## src/rtl/reg_scoreboard.sv

```systemverilog
// reg_scoreboard
//   Producer-side register scoreboard for the in-order pipeline. Counts the
//   register writes in flight from issue (ID->EX) to writeback retirement.
//   Tracks loads still waiting for memory data and raises the long-latency
//   load-use stall for the instruction sitting in ID. r0 is never tracked.
//
// Ports
//   clk, rst          core clock, asynchronous active-high reset
//   issue_*           instruction leaving ID this cycle (valid/regwrite/memread/rd)
//   mem_done, mem_rd  load data returned in MEM for register mem_rd
//   wb_regwrite/wb_rd register write retired in WB
//   flush*            instruction in EX cancelled (regwrite/memread/rd)
//   id_rs/id_rt       sources of the instruction in ID
//   id_memwrite       ID instruction is a store, so rt is store data
//   stall_n           0 = hold IF/ID and bubble ID/EX
//   busy_vec          bit i set while register i has >=1 outstanding write
//   ld_pend_vec       bit i set while register i awaits load data
//   err               sticky counter overflow/underflow flag
//
// Handshake: there is no back-pressure on the event inputs. Each of
// issue/mem/wb/flush is a one-cycle strobe, sampled on the rising edge when
// its qualifier is high. stall_n is advisory: upstream must drop issue_valid
// while stall_n=0, because this block does not gate it.

module reg_scoreboard #(
  parameter int NREG   = 16,
  parameter int ADDR_W = 4,
  parameter int CNT_W  = 2
) (
  input  logic              clk,
  input  logic              rst,
  input  logic              issue_valid,
  input  logic              issue_regwrite,
  input  logic              issue_memread,
  input  logic [ADDR_W-1:0] issue_rd,
  input  logic              mem_done,
  input  logic [ADDR_W-1:0] mem_rd,
  input  logic              wb_regwrite,
  input  logic [ADDR_W-1:0] wb_rd,
  input  logic              flush,
  input  logic              flush_regwrite,
  input  logic              flush_memread,
  input  logic [ADDR_W-1:0] flush_rd,
  input  logic [ADDR_W-1:0] id_rs,
  input  logic [ADDR_W-1:0] id_rt,
  input  logic              id_memwrite,
  output logic              stall_n,
  output logic [NREG-1:0]   busy_vec,
  output logic [NREG-1:0]   ld_pend_vec,
  output logic              err
);

  localparam int CNT_MAX = (1 << CNT_W) - 1;

  logic [CNT_W-1:0] cnt_q [NREG];
  logic [CNT_W-1:0] cnt_d [NREG];
  logic [NREG-1:0]  ld_pend_q, ld_pend_d;
  logic [NREG-1:0]  sat_hit;
  logic             err_q, err_d;

  // Applies the net +1/-1/-1 change to one counter. The result packs the
  // saturation flag in the MSB above the clamped count.
  function automatic logic [CNT_W:0] sat_update(
    input logic [CNT_W-1:0] cur,
    input logic             inc,
    input logic             dec_a,
    input logic             dec_b
  );
    int net;
    net = int'(cur) + int'(inc) - int'(dec_a) - int'(dec_b);
    if (net > CNT_MAX)  sat_update = {1'b1, CNT_W'(CNT_MAX)};
    else if (net < 0)   sat_update = {1'b1, {CNT_W{1'b0}}};
    else                sat_update = {1'b0, CNT_W'(net)};
  endfunction

  // r0 is hardwired untracked.
  assign cnt_d[0]     = '0;
  assign ld_pend_d[0] = 1'b0;
  assign sat_hit[0]   = 1'b0;

  for (genvar g = 1; g < NREG; g++) begin : g_reg
    logic             inc, dec_wb, dec_fl, set_ld, clr_ld;
    logic [CNT_W:0]   upd;

    assign inc    = issue_valid & issue_regwrite & (issue_rd == ADDR_W'(g));
    assign dec_wb = wb_regwrite & (wb_rd == ADDR_W'(g));
    assign dec_fl = flush & flush_regwrite & (flush_rd == ADDR_W'(g));
    assign upd    = sat_update(cnt_q[g], inc, dec_wb, dec_fl);

    assign cnt_d[g]   = upd[CNT_W-1:0];
    assign sat_hit[g] = upd[CNT_W];

    // A new load is younger than the one completing or being flushed, so
    // the set takes priority over the clear.
    assign set_ld = issue_valid & issue_memread & (issue_rd == ADDR_W'(g));
    assign clr_ld = (mem_done & (mem_rd == ADDR_W'(g)))
                  | (flush & flush_memread & (flush_rd == ADDR_W'(g)));
    assign ld_pend_d[g] = set_ld | (ld_pend_q[g] & ~clr_ld);
  end

  assign err_d = err_q | (|sat_hit);

  always_ff @(posedge clk or posedge rst) begin
    if (rst) begin
      for (int i = 0; i < NREG; i++) cnt_q[i] <= '0;
      ld_pend_q <= '0;
      err_q     <= 1'b0;
    end else begin
      cnt_q     <= cnt_d;
      ld_pend_q <= ld_pend_d;
      err_q     <= err_d;
    end
  end

  always_comb begin
    busy_vec = '0;
    for (int i = 0; i < NREG; i++) busy_vec[i] = (cnt_q[i] != '0);
  end

  assign ld_pend_vec = ld_pend_q;
  assign err         = err_q;

  // Uses registered state plus the ID sources only. There is no
  // combinational path from the event inputs. The rt check is skipped for
  // stores because their data is forwarded MEM->MEM.
  assign stall_n = ~(((id_rs != '0) & ld_pend_q[id_rs])
                   | ((id_rt != '0) & ld_pend_q[id_rt] & ~id_memwrite));

endmodule

```

## config.mk

```make
export PLATFORM = sky130hd
export DESIGN_NAME = reg_scoreboard
export DESIGN_NICKNAME = d
export VERILOG_FILES = /design/src/rtl/reg_scoreboard.sv
export SDC_FILE = /design/constraint.sdc
export NUM_CORES = 1
export LEC_CHECK = 0
export BUFFER_PORTS_ARGS = -buffer_cell sky130_fd_sc_hd__buf_4
export CORE_MARGIN = 3
export CORE_UTILIZATION = 45
export CTS_CLUSTER_SIZE = 10
export DETAILED_ROUTE_END_ITERATION = 8
export PLACE_DENSITY = 0.71
export RECOVER_POWER = 25
export SLEW_MARGIN = 20
export SYNTH_ARGS = -nofsm -noshare
export SYNTH_HDL_FRONTEND = slang
export SYNTH_SLANG_ARGS = --single-unit
export TNS_END_PERCENT = 5
```

## constraint.sdc

```tcl
create_clock -name clk -period 2.4 [get_ports clk]
set_input_delay 0 -clock clk [delete_from_list [all_inputs] [get_ports clk]]
set_output_delay 0 -clock clk [all_outputs]
set_load 0.02 [all_outputs]
```

==> impl_metrics.yaml <==
floorplan:
  fp.dieH_um: 108
  die_area_um2: 11700
  boundaryPins: 69
  initial_utilization_pct: 47.2
  rows: 36
  die_x_um: 108
  coreArea_um2: 10000
finish:
  final_common_cell: "buf_4"
  drive_gt1_share_pct: 28.2
  num-nets-final: 811
  utilization_pct: 61.7
  antenna_cells: 0
  final_cell_mix: "buf_4 (140), inv_1 (84), ha_1 (72), dfrtp_1 (46), nor2_1 (41)"
  design_area_um2: 6170
  syn2layout_area_growth_pct: 30.8
  num-fill-cells: 865
flow_run:
  drv_cap: 0
hold_path:
  timing.hold.worst.class: "input pin to flop"
sta:
  clock_skew_ns: 0.00610
  setup_slack_ns: -0.170
  finalHoldViolCount: 0
  rsz0062_at_grt: "yes"
  fmax_mhz: 389
  setup_viol: 1
  fin_setup_tns_ns: -0.170
  period_share_pct: 107
  finalMaxSlewViolations: 0
  fin_crit_ns: 2.57
  worst_slew_pin_slew_ns: 0.905
  relSlewSlack_pct: 39.6
clocking:
  cts_tree: "built"
  cts.clk_slew.worst_paths_ns: 0.10
  clkSinkCount: 46
  clockBufferDepth: 2
  clkLatencyLatePin_ns: 0.31
  cts_max_level: 2
  numCtsBuffers: 5
  cts_root_buffer: "clkbuf_8"
synth:
  synthFlopType: "dfrtp_1"
  yosys.area.top_type_share_pct: 24.4
  synth_top_cell_by_area: "dfrtp_1"
  synthesis.instances: 539
  synth_edf_count: 0
  synthTopCellsByArea: "dfrtp_1 (24%), ha_1 (20%), inv_1 (6.7%), fa_1 (6.4%), nor2_1 (3.6%)"
  ys_seq_area_share_pct: 24.4
  async_flop_share_pct: 100
  yosys_register_bits: 46
  yosysUniqueCellTypes: 50
  synth_warnings: 0
  synth_area_um2: 4720
  synth_area_per_cell_um2: 8.75
critical_path:
  setup.worst_path.class: "input pin to flop"
  cp.arrival_ns: 2.75
  end_kind: "flop"
  start_kind: "input pin"
  crit_path_max_fanout: 4
  cp.required_ns: 2.58
placed_design:
  port_buffers: 66
  hpwl_mm: 10.5
  dpl_cell_area_um2: 5960
  place_ws_ns: -0.758
  gp_congestion: 0.930
power:
  comb_power_share_pct: 61.1
  ir_drop_mv: 0.517
  internal_power_w: 0.00287
  seqPwrFrac_pct: 26.4
  power.leakage_nw: 3.28
  clkPwrFrac_pct: 12.6
  p_per_area_nw_per_um2: 796
  p_sw_share_pct: 41.5
  p_switching_w: 0.00204
grt:
  grt_max_degree: 23
  grt_pass1_wl_mm: 20.3
  antenna_found_initial: 1
  grt_usage_pct: 21.9
  grt_pass1_vias: 4267
  overflow: 0
detailed_routing:
  drt-vias-per-instance: 5.28
  wl_per_cell_um: 15.4
  drtIter0Drc: 261
  totalWireLength_mm: 12.6
  drc: 0
  drt.antenna.violating_nets: 0
  vias: 4330
  first_pass_iters: 5
outcome:
  status: "finished, violations left"
  violations: "setup timing"
## metrics by stage
stage / hold slack [ns] / cells / power, W
floorplan: 0.180 / 540 / 0.00306
global placement: 0.0514 / 810 / 0.00410
detailed placement: 0.0619 / 810 / 0.00422
CTS: 0.0173 / 820 / 0.00494
global route: 0.0340 / 820 / 0.00536
finish: 0.0273 / 820 / 0.00491
## kinds of logic (layout without fill, tap and decap cells)
group           Yosys count  in the layout  share of synthesized area [%]
simple gates            186            186                           20.3
xor+xnor                 16             16                           2.97
compound gates           97             97                           13.7
buf+inv                  90            237                           7.35
flops                    46             46                           24.4
fa+ha+maj                90             90                           26.3
mux                      13             13                           4.96
other cells               1              2                         0.0795
## state kept, by name (all words and copies together) (netlist names)
register / cells
cnt_q: 30
ld_pend_vec: 15
err: 1
## critical path, stage by stage
cell	delay (ns)
buf_8	0.11
nand2b_4	0.15
nor2_4	0.15
nand2_1	0.09
ha_1	0.28
inv_1	0.04
ha_2	0.17
fa_1	0.50
inv_1	0.05
ha_1	0.20
a21o_1	0.17
or4b_1	0.54
nor4_2	0.19
nand4_1	0.12
## power by group through the flow
stage               Clock (W)  Sequential, W  Combinational (W)
floorplan                   0        0.00130            0.00176
global placement            0        0.00130            0.00279
detailed placement          0        0.00131            0.00291
CTS                  0.000628        0.00130            0.00301
global route         0.000650        0.00133            0.00338
finish               0.000618        0.00129            0.00300
## final timing paths
path / start / end / slack (ns) / cells after the start
worst max-delay path: issue_rd[2] / err$_DFF_PP0_ / -0.17 / 14
worst min register to register: ld_pend_vec[12]$_DFF_PP0_ / ld_pend_vec[12]$_DFF_PP0_ / 0.58 / 1
worst max register to register: cnt_q[6]$_DFF_PP0_ / err$_DFF_PP0_ / -0.14 / 8
max in group asynchronous: rst / cnt_q[3]$_DFF_PP0_ / 1.19 / 4
min in group asynchronous: rst / ld_pend_vec[7]$_DFF_PP0_ / 0.43 / 3
worst min-delay path: issue_rd[2] / ld_pend_vec[11]$_DFF_PP0_ / 0.03 / 3
## final cells by class
cell class                      instances  area (um^2)  area share, %
Tap cell                              133          166           2.70
Clock buffer                            5         68.8           1.12
Multi-Input combinational cell        404         3320           53.9
Clock inverter                          3         43.8          0.710
Sequential cell                        46         1150           18.7
Timing Repair Buffer                  145         1100           17.8
Inverter                               84          315           5.11
## metal layers
metal  vias up  GRT usage [%]  wire length (um)  share of wire (%)
met3        17           3.46               719                5.7
met1      2050           27.9              5400                 43
met4         2           4.42               161                1.3
met2       113           39.5              6320                 50
met5         -              0                 9              0.071
li1       2148              -                 -                  -
## synthesized netlist by cell type, drive strengths merged (2+ instances only)
cell type	count
a22o	10
mux4	7
or2	16
o21ai	13
mux2	4
nand2	33
nor4	2
xor2	12
xnor2	4
a32o	3
a211oi	6
a22oi	8
dfrtp	46
mux2i	2
nor2b	17
and3	8
a21boi	2
o211ai	2
a21o	9
nand2b	19
nor3	11
nor2	45
a2111oi	2
buf	3
nand3	17
a21oi	32
nand3b	2
fa	15
or3b	2
nand4	4
ha	75
nor3b	6
clkbuf	3
o22ai	2
inv	84
## repair_timing
action,CTS,global route
hold endpoints to repair,21,0
endpoints found under the setup margin,3,5
setup buffers,0,0
hold buffers,2,0
gates resized for setup,10,8
pin swaps,2,3
Power figures use the tool's default switching activity.
